--- src/rtl/bool_pkg.sv ---
// bool_pkg: shared operation and FSM state types for the sequential boolean reducer
package bool_pkg;
  typedef enum logic [1:0] {OP_AND, OP_OR, OP_XOR, OP_RSVD} op_t;
  typedef enum logic [1:0] {S_IDLE, S_LOAD, S_ACCUM, S_DONE} state_t;
endpackage

--- src/rtl/bool_op2.sv ---
// bool_op2: shared two-operand bitwise boolean unit; reserved op passes a through
module bool_op2
  import bool_pkg::*;
#(
  parameter int BUS_WIDTH = 8
) (
  input  logic [BUS_WIDTH-1:0] a,
  input  logic [BUS_WIDTH-1:0] b,
  input  op_t                  op,
  output logic [BUS_WIDTH-1:0] y
);
  always_comb y = op == OP_AND ? a & b : op == OP_OR ? a | b : op == OP_XOR ? a ^ b : a;
endmodule

--- src/rtl/bool_reduce_seq.sv ---
// bool_reduce_seq: folds NB_INS streamed operands through one shared boolean unit
module bool_reduce_seq
  import bool_pkg::*;
#(
  parameter int BUS_WIDTH = 8,
  parameter int NB_INS    = 4
) (
  input  logic                 clk,
  input  logic                 rst,
  input  logic                 start,
  input  logic [1:0]           op,
  output logic                 busy,
  output logic                 err,
  input  logic                 in_valid,
  output logic                 in_ready,
  input  logic [BUS_WIDTH-1:0] in_data,
  output logic                 out_valid,
  input  logic                 out_ready,
  output logic [BUS_WIDTH-1:0] out_data
);
  localparam int CNT_W = $clog2(NB_INS);
  state_t state, state_d;
  op_t op_q, op_d;
  logic [BUS_WIDTH-1:0] acc, acc_d, y;
  logic [CNT_W-1:0] cnt, cnt_d;
  logic err_d, accept, last, launch;
  bool_op2 #(.BUS_WIDTH(BUS_WIDTH)) u_op (.a(acc), .b(in_data), .op(op_q), .y(y));
  always_ff @(posedge clk or posedge rst)
    if (rst) begin
      state <= S_IDLE;
      op_q  <= OP_AND;
      acc   <= '0;
      cnt   <= '0;
      err   <= 1'b0;
    end else begin
      state <= state_d;
      op_q  <= op_d;
      acc   <= acc_d;
      cnt   <= cnt_d;
      err   <= err_d;
    end
  always_comb begin
    state_d = state;
    op_d    = op_q;
    acc_d   = acc;
    cnt_d   = cnt;
    err_d   = 1'b0;
    accept  = in_valid && in_ready;
    last    = cnt == CNT_W'(NB_INS - 1);
    launch  = start && (state == S_IDLE || (state == S_DONE && out_ready));
    case (state)
      S_LOAD:
        if (accept) begin
          acc_d   = in_data;
          cnt_d   = CNT_W'(1);
          state_d = S_ACCUM;
        end
      S_ACCUM:
        if (accept) begin
          acc_d   = y;
          cnt_d   = last ? cnt : cnt + CNT_W'(1);
          state_d = last ? S_DONE : S_ACCUM;
        end
      default: begin
        if (state == S_DONE && out_ready) state_d = S_IDLE;
        if (launch && op_t'(op) == OP_RSVD) err_d = 1'b1;
        else if (launch) begin
          state_d = S_LOAD;
          op_d    = op_t'(op);
          acc_d   = '0;
          cnt_d   = '0;
        end
      end
    endcase
  end
  assign busy      = state != S_IDLE;
  assign in_ready  = state == S_LOAD || state == S_ACCUM;
  assign out_valid = state == S_DONE;
  assign out_data  = acc;
endmodule

--- config.mk ---
export PLATFORM = sky130hd
export DESIGN_NAME = bool_reduce_seq
export DESIGN_NICKNAME = d
export VERILOG_FILES = /design/src/rtl/bool_pkg.sv /design/src/rtl/bool_op2.sv /design/src/rtl/bool_reduce_seq.sv
export SDC_FILE = /design/constraint.sdc
export NUM_CORES = 1
export LEC_CHECK = 0
export CORE_MARGIN = 4
export CORE_UTILIZATION = 45
export CTS_BUF_LIST = sky130_fd_sc_hd__clkbuf_8
export DETAILED_ROUTE_END_ITERATION = 7
export GPL_ROUTABILITY_DRIVEN = 0
export HOLD_SLACK_MARGIN = 0.03
export PLACE_DENSITY = 0.78
export SYNTH_ARGS = -nofsm -noshare
export SYNTH_HDL_FRONTEND = slang
export SYNTH_HIERARCHICAL = 1
export SYNTH_SLANG_ARGS = --single-unit
--- constraint.sdc ---
create_clock -name clk -period 5.4 [get_ports clk]
set_input_delay 1.62 -clock clk [delete_from_list [all_inputs] [get_ports clk]]
set_output_delay 1.62 -clock clk [all_outputs]
set_load 0.05 [all_outputs]
==> results.md <==
* Die Wd at roughly 63 µm
* H-Tree Level Count at 1
* CP startpoint: state[0]
* CTS tree: built
* Outcome: complete, no violations
* Max_cap viols at 0
* Worst Hold Launch: cnt[1]
* Antenna violations before repair at 0
* Vias in the first global route at around 1.1k
* Clock sinks at 15
* Worst Path Required at about 3.8 ns
* First-pass DRT Iterations at 4
* Seq cells post-synth at 15
* Endpoints failing setup at 0
* CP endpoint kind: output port
* Clock Tree Buf Depth at 2
* Port bufs at 26
* Crit Path Class: register to output port
* I/O pin total at 27
* GRT Util Overall at 15.21%
* CP max FO at 15
* First DRT Iteration DRCs at 61
* Fmax at 0.2664 GHz
* Via count at 1,035
* Layout cell share with drive strength beyond 1 at between 10% and 20%
* Post-CTS Resized at 0
* Cts hold-fix bufs at 0
* Worst Tran Pin Value at slightly below 0.6 ns
* Syn nets at between 150 and 200
* Skew final at roughly 0.00086 ns
* Global-route wire length before repair at 4843 µm
* Largest net degree at the start of global routing at 16
* Crit path DAT at between 2 and 2.5 ns
* RSZ-0062 raised after global routing: no
* WL final at 2785 µm
* Die area at between 3000 and 4000 µm²
* Setup TNS at 0 ns
* Seq/Total Area, Yosys at between 20 and 30%
* Row count at 19
* Diodes inserted at 0
* Root Driver: clkbuf_8
* Netlist cell types at 24
* DR WL/cell at about 15 µm
* Setup ws final at approximately 1.6 ns
* P per Cell Area at ~490 nW/µm²
* CTS clock-pin slew for the worst setup and hold paths at 0.06 ns
* # DRC at 0
* Slew Limit Fails at 0
* DP Worst Slack at 1.799 ns
* Post-Synthesis Cells at around 130
* Yosys warns at 6
* Max VDD drop at about 210 µV
* ANT nets after route at 0
* Initial Utilization at between 40% and 50%
* Worst Hold Class: register to register
* Avg Inst Size Synth at about 10 µm²
* Leak pwr at around 0.8 nW
* Startpoint types: register
* Worst-Skew Late Latency at 0.25 ns
* Commonest non-fill, non-tap cells in the layout: inv_1 (31), clkdlybuf4s50_1 (26), ha_1 (21), dfrtp_1 (15)
* R2r startpoint: state[0]
* DP HPWL at between 2000 and 2500 µm
* Commonest non-fill, non-tap cell in the layout: inv_1
* Vias/cell at about 5.4
* Nets at 196
* Tcrit/Tclk final at 69.51%
* Grt ovf at 0
* Core area at 2829 µm²
* P&R area growth vs syn at 22.79%
* Post-CTS setup repair buffer count at 0
* Mapped cell area at 1356 µm²
* Slew margin rel. at roughly 60%
* Post-route minimum period at 3.753 ns
* CTS Buf Count at 3
* DIE HEIGHT at ~63 µm
* Final hold vios at 0
==> cells in the mapped netlist <==
cell      count  area [µm²]
inv_1        31       116.4
ha_1         21       262.8
dfrtp_1      15       375.4
a22oi_1       9       67.56
nor2b_1       9       56.30
mux2_2        8       90.09
mux4_2        8       180.2
o21ai_0       5       25.02
nor2_1        4       15.01
a21o_1        3       22.52
nand2_1       3       11.26
nand3_1       3       15.01
buf_2         2       10.01
buf_6         2       22.52
o22a_1        2       17.52
a21boi_0      1       7.510
a21oi_1       1       5.000
a21oi_4       1       16.27
clkbuf_1      1       3.750
nand2b_1      1       6.260
nand3b_1      1       7.510
nand4_1       1       6.260
o21a_1        1       7.510
o311ai_0      1       8.760
==> layout make-up <==
class / count / area, µm²
sequential: 15 / 375.4
fill: 249 / 1164
inverter: 31 / 116.4
tap: 31 / 38.79
clock buffer: 3 / 41.29
timing repair buffer: 26 / 260.3
multi-input combinational: 83 / 828.3
clock inverter: 1 / 5.005
==> worst max-delay path, cell delays in order, from the launching register on <==
cell	delay (ns)
dfrtp_1	0.40
inv_1	0.08
ha_1	0.52
clkdlybuf4s50_1	0.88
==> registers in the layout (all words and copies together), names as in the netlist <==
| name | cells |
|---|---|
| op_q | 2 |
| cnt | 2 |
| out_data | 8 |
| err | 1 |
| state | 2 |
==> layer usage <==
layer	GRT usage [%]	wire, µm	vias up
met5	0	0	-
met4	5.234	38	0
met3	1.259	30	4
met2	27.93	1563	11
met1	18.41	1152	517
li1	-	-	503
==> cell families (layout without fill, tap and decap cells) <==
kind of cell | after synthesis | in the layout | share of synthesized area [%]
AND/OR/NAND/NOR | 22 | 22 | 8.671
flip-flops | 15 | 15 | 27.68
adder cells (fa/ha/maj) | 21 | 21 | 19.37
buffers and inverters | 36 | 61 | 11.25
multiplexers | 16 | 16 | 19.93
AO/OA/AOI/OAI | 24 | 24 | 13.10
==> final timing paths <==
kind	to	slack (ns)	depth (start not counted)
worst min register to register	cnt[1]	0.55	2
worst max-delay path	in_ready	1.65	3
worst max register to register	out_data[4]	3.26	6
worst min-delay path	cnt[1]	0.55	2
min in group asynchronous	out_data[2]	1.74	2
max in group asynchronous	state[1]	3.27	2
==> stage by stage <==
stage / hold slack (ns) / area, µm² / std cells / util (%) / power (mW)
3_5_place_dp: 0.5380 / 1619 / 186 / 57.23 / 0.7362
3_3_place_gp: 0.5371 / 1619 / 186 / 57.23 / 0.7088
2_1_floorplan: 0.4830 / 1356 / 134 / - / 0.6170
4_1_cts: 0.5517 / 1665 / 190 / 58.87 / 0.8304
5_1_grt: 0.5978 / 1665 / 190 / 58.87 / 0.8895
6_report: 0.5452 / 1665 / 190 / 58.87 / 0.8224
==> power by group <==
part	switching [mW]	total (mW)	internal, mW
Combinational	0.264	0.516	0.252
Sequential	0.0618	0.214	0.152
Clock	0.0411	0.0922	0.0511
Power figures use the tool's default switching activity.
==> RTL change (same settings) <==
Set the parameter `NB_INS` to 8 (it was 4).
--- a/src/rtl/bool_reduce_seq.sv
+++ b/src/rtl/bool_reduce_seq.sv
@@ -3,7 +3,7 @@
   import bool_pkg::*;
 #(
   parameter int BUS_WIDTH = 8,
-  parameter int NB_INS    = 4
+  parameter int NB_INS    = 8
 ) (
   input  logic                 clk,
   input  logic                 rst,
Check against the original RTL: not equivalent (a bounded check fails within 10 cycles, from zero or initial values and one cycle with rst high).
==> RTL change against the unedited design <==
Clock power down 7.2%; largest cell class unchanged; core utilization is 1.3 points lower; global-route usage shrank 0.73 points; total power up 34%; clock skew barely moved; combinational power rose by 50%; synthesized area is 7.6% higher; worst setup slack worse by 0.059 ns; routed wire length increased by 2.2%; design area is 6.5% higher; final cell count is 7.9% higher; sequential cell count increased by 1.
==> RTL change: results (changes against the unedited design) <==
{| class="wikitable"
! Metric !! Value
|-
| Half-perimeter wire length of the detailed placement result || 2280 µm (+5.8%)
|-
| Remaining global-route overflow || 0 (unchanged)
|-
| Antenna violations before repair || 0 (unchanged)
|-
| Distinct cells, synth || 26 (+8.3%)
|-
| Synthesized-area fraction occupied by ao, oa, aoi and oai cells || 12.8% (-0.32 points)
|-
| Per-cell via count in the routed design || 5.27 (-3.3%)
|-
| Maximum net fanout on the critical path || 17 (+2)
|-
| Peak VDD IR || 0.000437 V (+110%)
|-
| Clk buf depth || 2 (unchanged)
|-
| Final nets || 200 (+2.0%)
|-
| Root Buffer Master || clkbuf_8
|-
| First-pass detailed-route iteration total || 4 (unchanged)
|-
| Avg WL per Cell || 13.9 µm (-5.3%)
|-
| Number of antenna repair diodes || 0 (unchanged)
|-
| Sequential cell area fraction in the yosys report || 27.4% (-0.23 points)
|-
| Net count after synthesis || 175 (+2.9%)
|-
| First-pass GRT wire length || 4900 µm (+1.2%)
|-
| Main area contributors after synthesis || dfrtp_1 (27%), ha_1 (19%), mux4_2 (12%), mux2_2 (7.7%), inv_1 (7.5%)
|-
| Adder-cell share of the synthesized area || 18.9% (-0.50 points)
|-
| Layout Skew || 0.00112 ns (+0.000260 ns)
|-
| Delay of the slowest cell on the worst path || 0.90 ns (+0.02 ns)
|-
| Share of synthesized area spent on multiplexers || 20.8% (+0.83 points)
|-
| CTS buffer count || 3 (unchanged)
|-
| Clock latency of the later-clocked register in the worst-skew pair || 0.24 ns
|-
| Leak || 0.000826 µW (+1.8%)
|-
| Number of H-tree levels || 1 (unchanged)
|-
| Worst relative slew slack || 52.3% (-8.0 points)
|-
| Quantity of I/O buffers inserted on ports || 26 (unchanged)
|-
| Fraction of final layout cells sized beyond drive strength 1 || 15.5% (+2.3 points)
|-
| Largest net degree at the start of global routing || 18 (+2)
|-
| Async set-or-reset flop fraction in the synthesized netlist || 100% (unchanged)
|-
| Result of the run || complete, no violations
|-
| Placement Setup Slack || 1.80 ns (-0.00314 ns)
|-
| Worst EP arrival || 2.19 ns (+0.06 ns)
|-
| DRC violation total after the first TritonRoute iteration || 33 (-46%)
|-
| Worst min-delay path class || reg -> reg
|-
| GRT Total Usage || 14.5% (-0.73 points)
|-
| Vias in the first global route || 1,124 (+4.8%)
|-
| Cell types with the highest counts after synthesis || inv_1 (29), ha_1 (22), dfrtp_1 (16), mux2_2 (10), nor2b_1 (10)
|-
| Clock transition at the registers of the reported paths || 0.06 ns (about the same)
|}
==> RTL change: cell types whose count changed after synthesis, sizes merged, moves of 2 or more <==
| cell | delta |
|---|---|
| and3 | +3 |
| a21o | -2 |
| inv | -2 |
| mux2 | +2 |
==> RTL change: report_power, final <==
group / switching (µW) / internal, µW / leakage (µW) / total (µW)
Clock: 36.3 / 49.2 / 0.0000216 / 85.6
Sequential: 70.5 / 173 / 0.000203 / 244
Combinational: 394 / 381 / 0.000602 / 774
Total: 500 / 604 / 0.000826 / 1100
==> RTL change: area by class of cell <==
type                       count  area, µm²
fill                         280       1310
clock buffer                   3       41.3
sequential                    16        400
inverter                      29        109
multi-input combinational     87        907
tap                           44       55.1
timing repair buffer          26        260
==> RTL change: metrics by stage <==
step           std cells  cell area (µm²)  utilization (%)
2_1_floorplan        138             1460                -
3_3_place_gp         202             1730             56.3
3_5_place_dp         202             1730             56.3
4_1_cts              205             1770             57.6
5_1_grt              205             1770             57.6
6_report             205             1770             57.6
==> RTL change: final timing paths <==
check,from,end,cells after the start,slack (ns)
hold reg to reg,cnt[1],cnt[1],1,0.51
min in group asynchronous,rst,out_data[5],2,1.76
setup reg to reg,state[0],out_data[5],6,3.14
setup / recovery,state[0],in_ready,3,1.59
hold / removal,cnt[1],cnt[1],1,0.51
max in group asynchronous,rst,state[0],2,3.23
==> RTL change: layer usage <==
metal | vias up | track usage, % | part of all wire [%]
met3 | 2 | 2.25 | 3.6
li1 | 521 | - | -
met2 | 20 | 26.8 | 52
met5 | - | 0 | 0
met4 | 0 | 2.90 | 0.25
met1 | 537 | 17.6 | 44
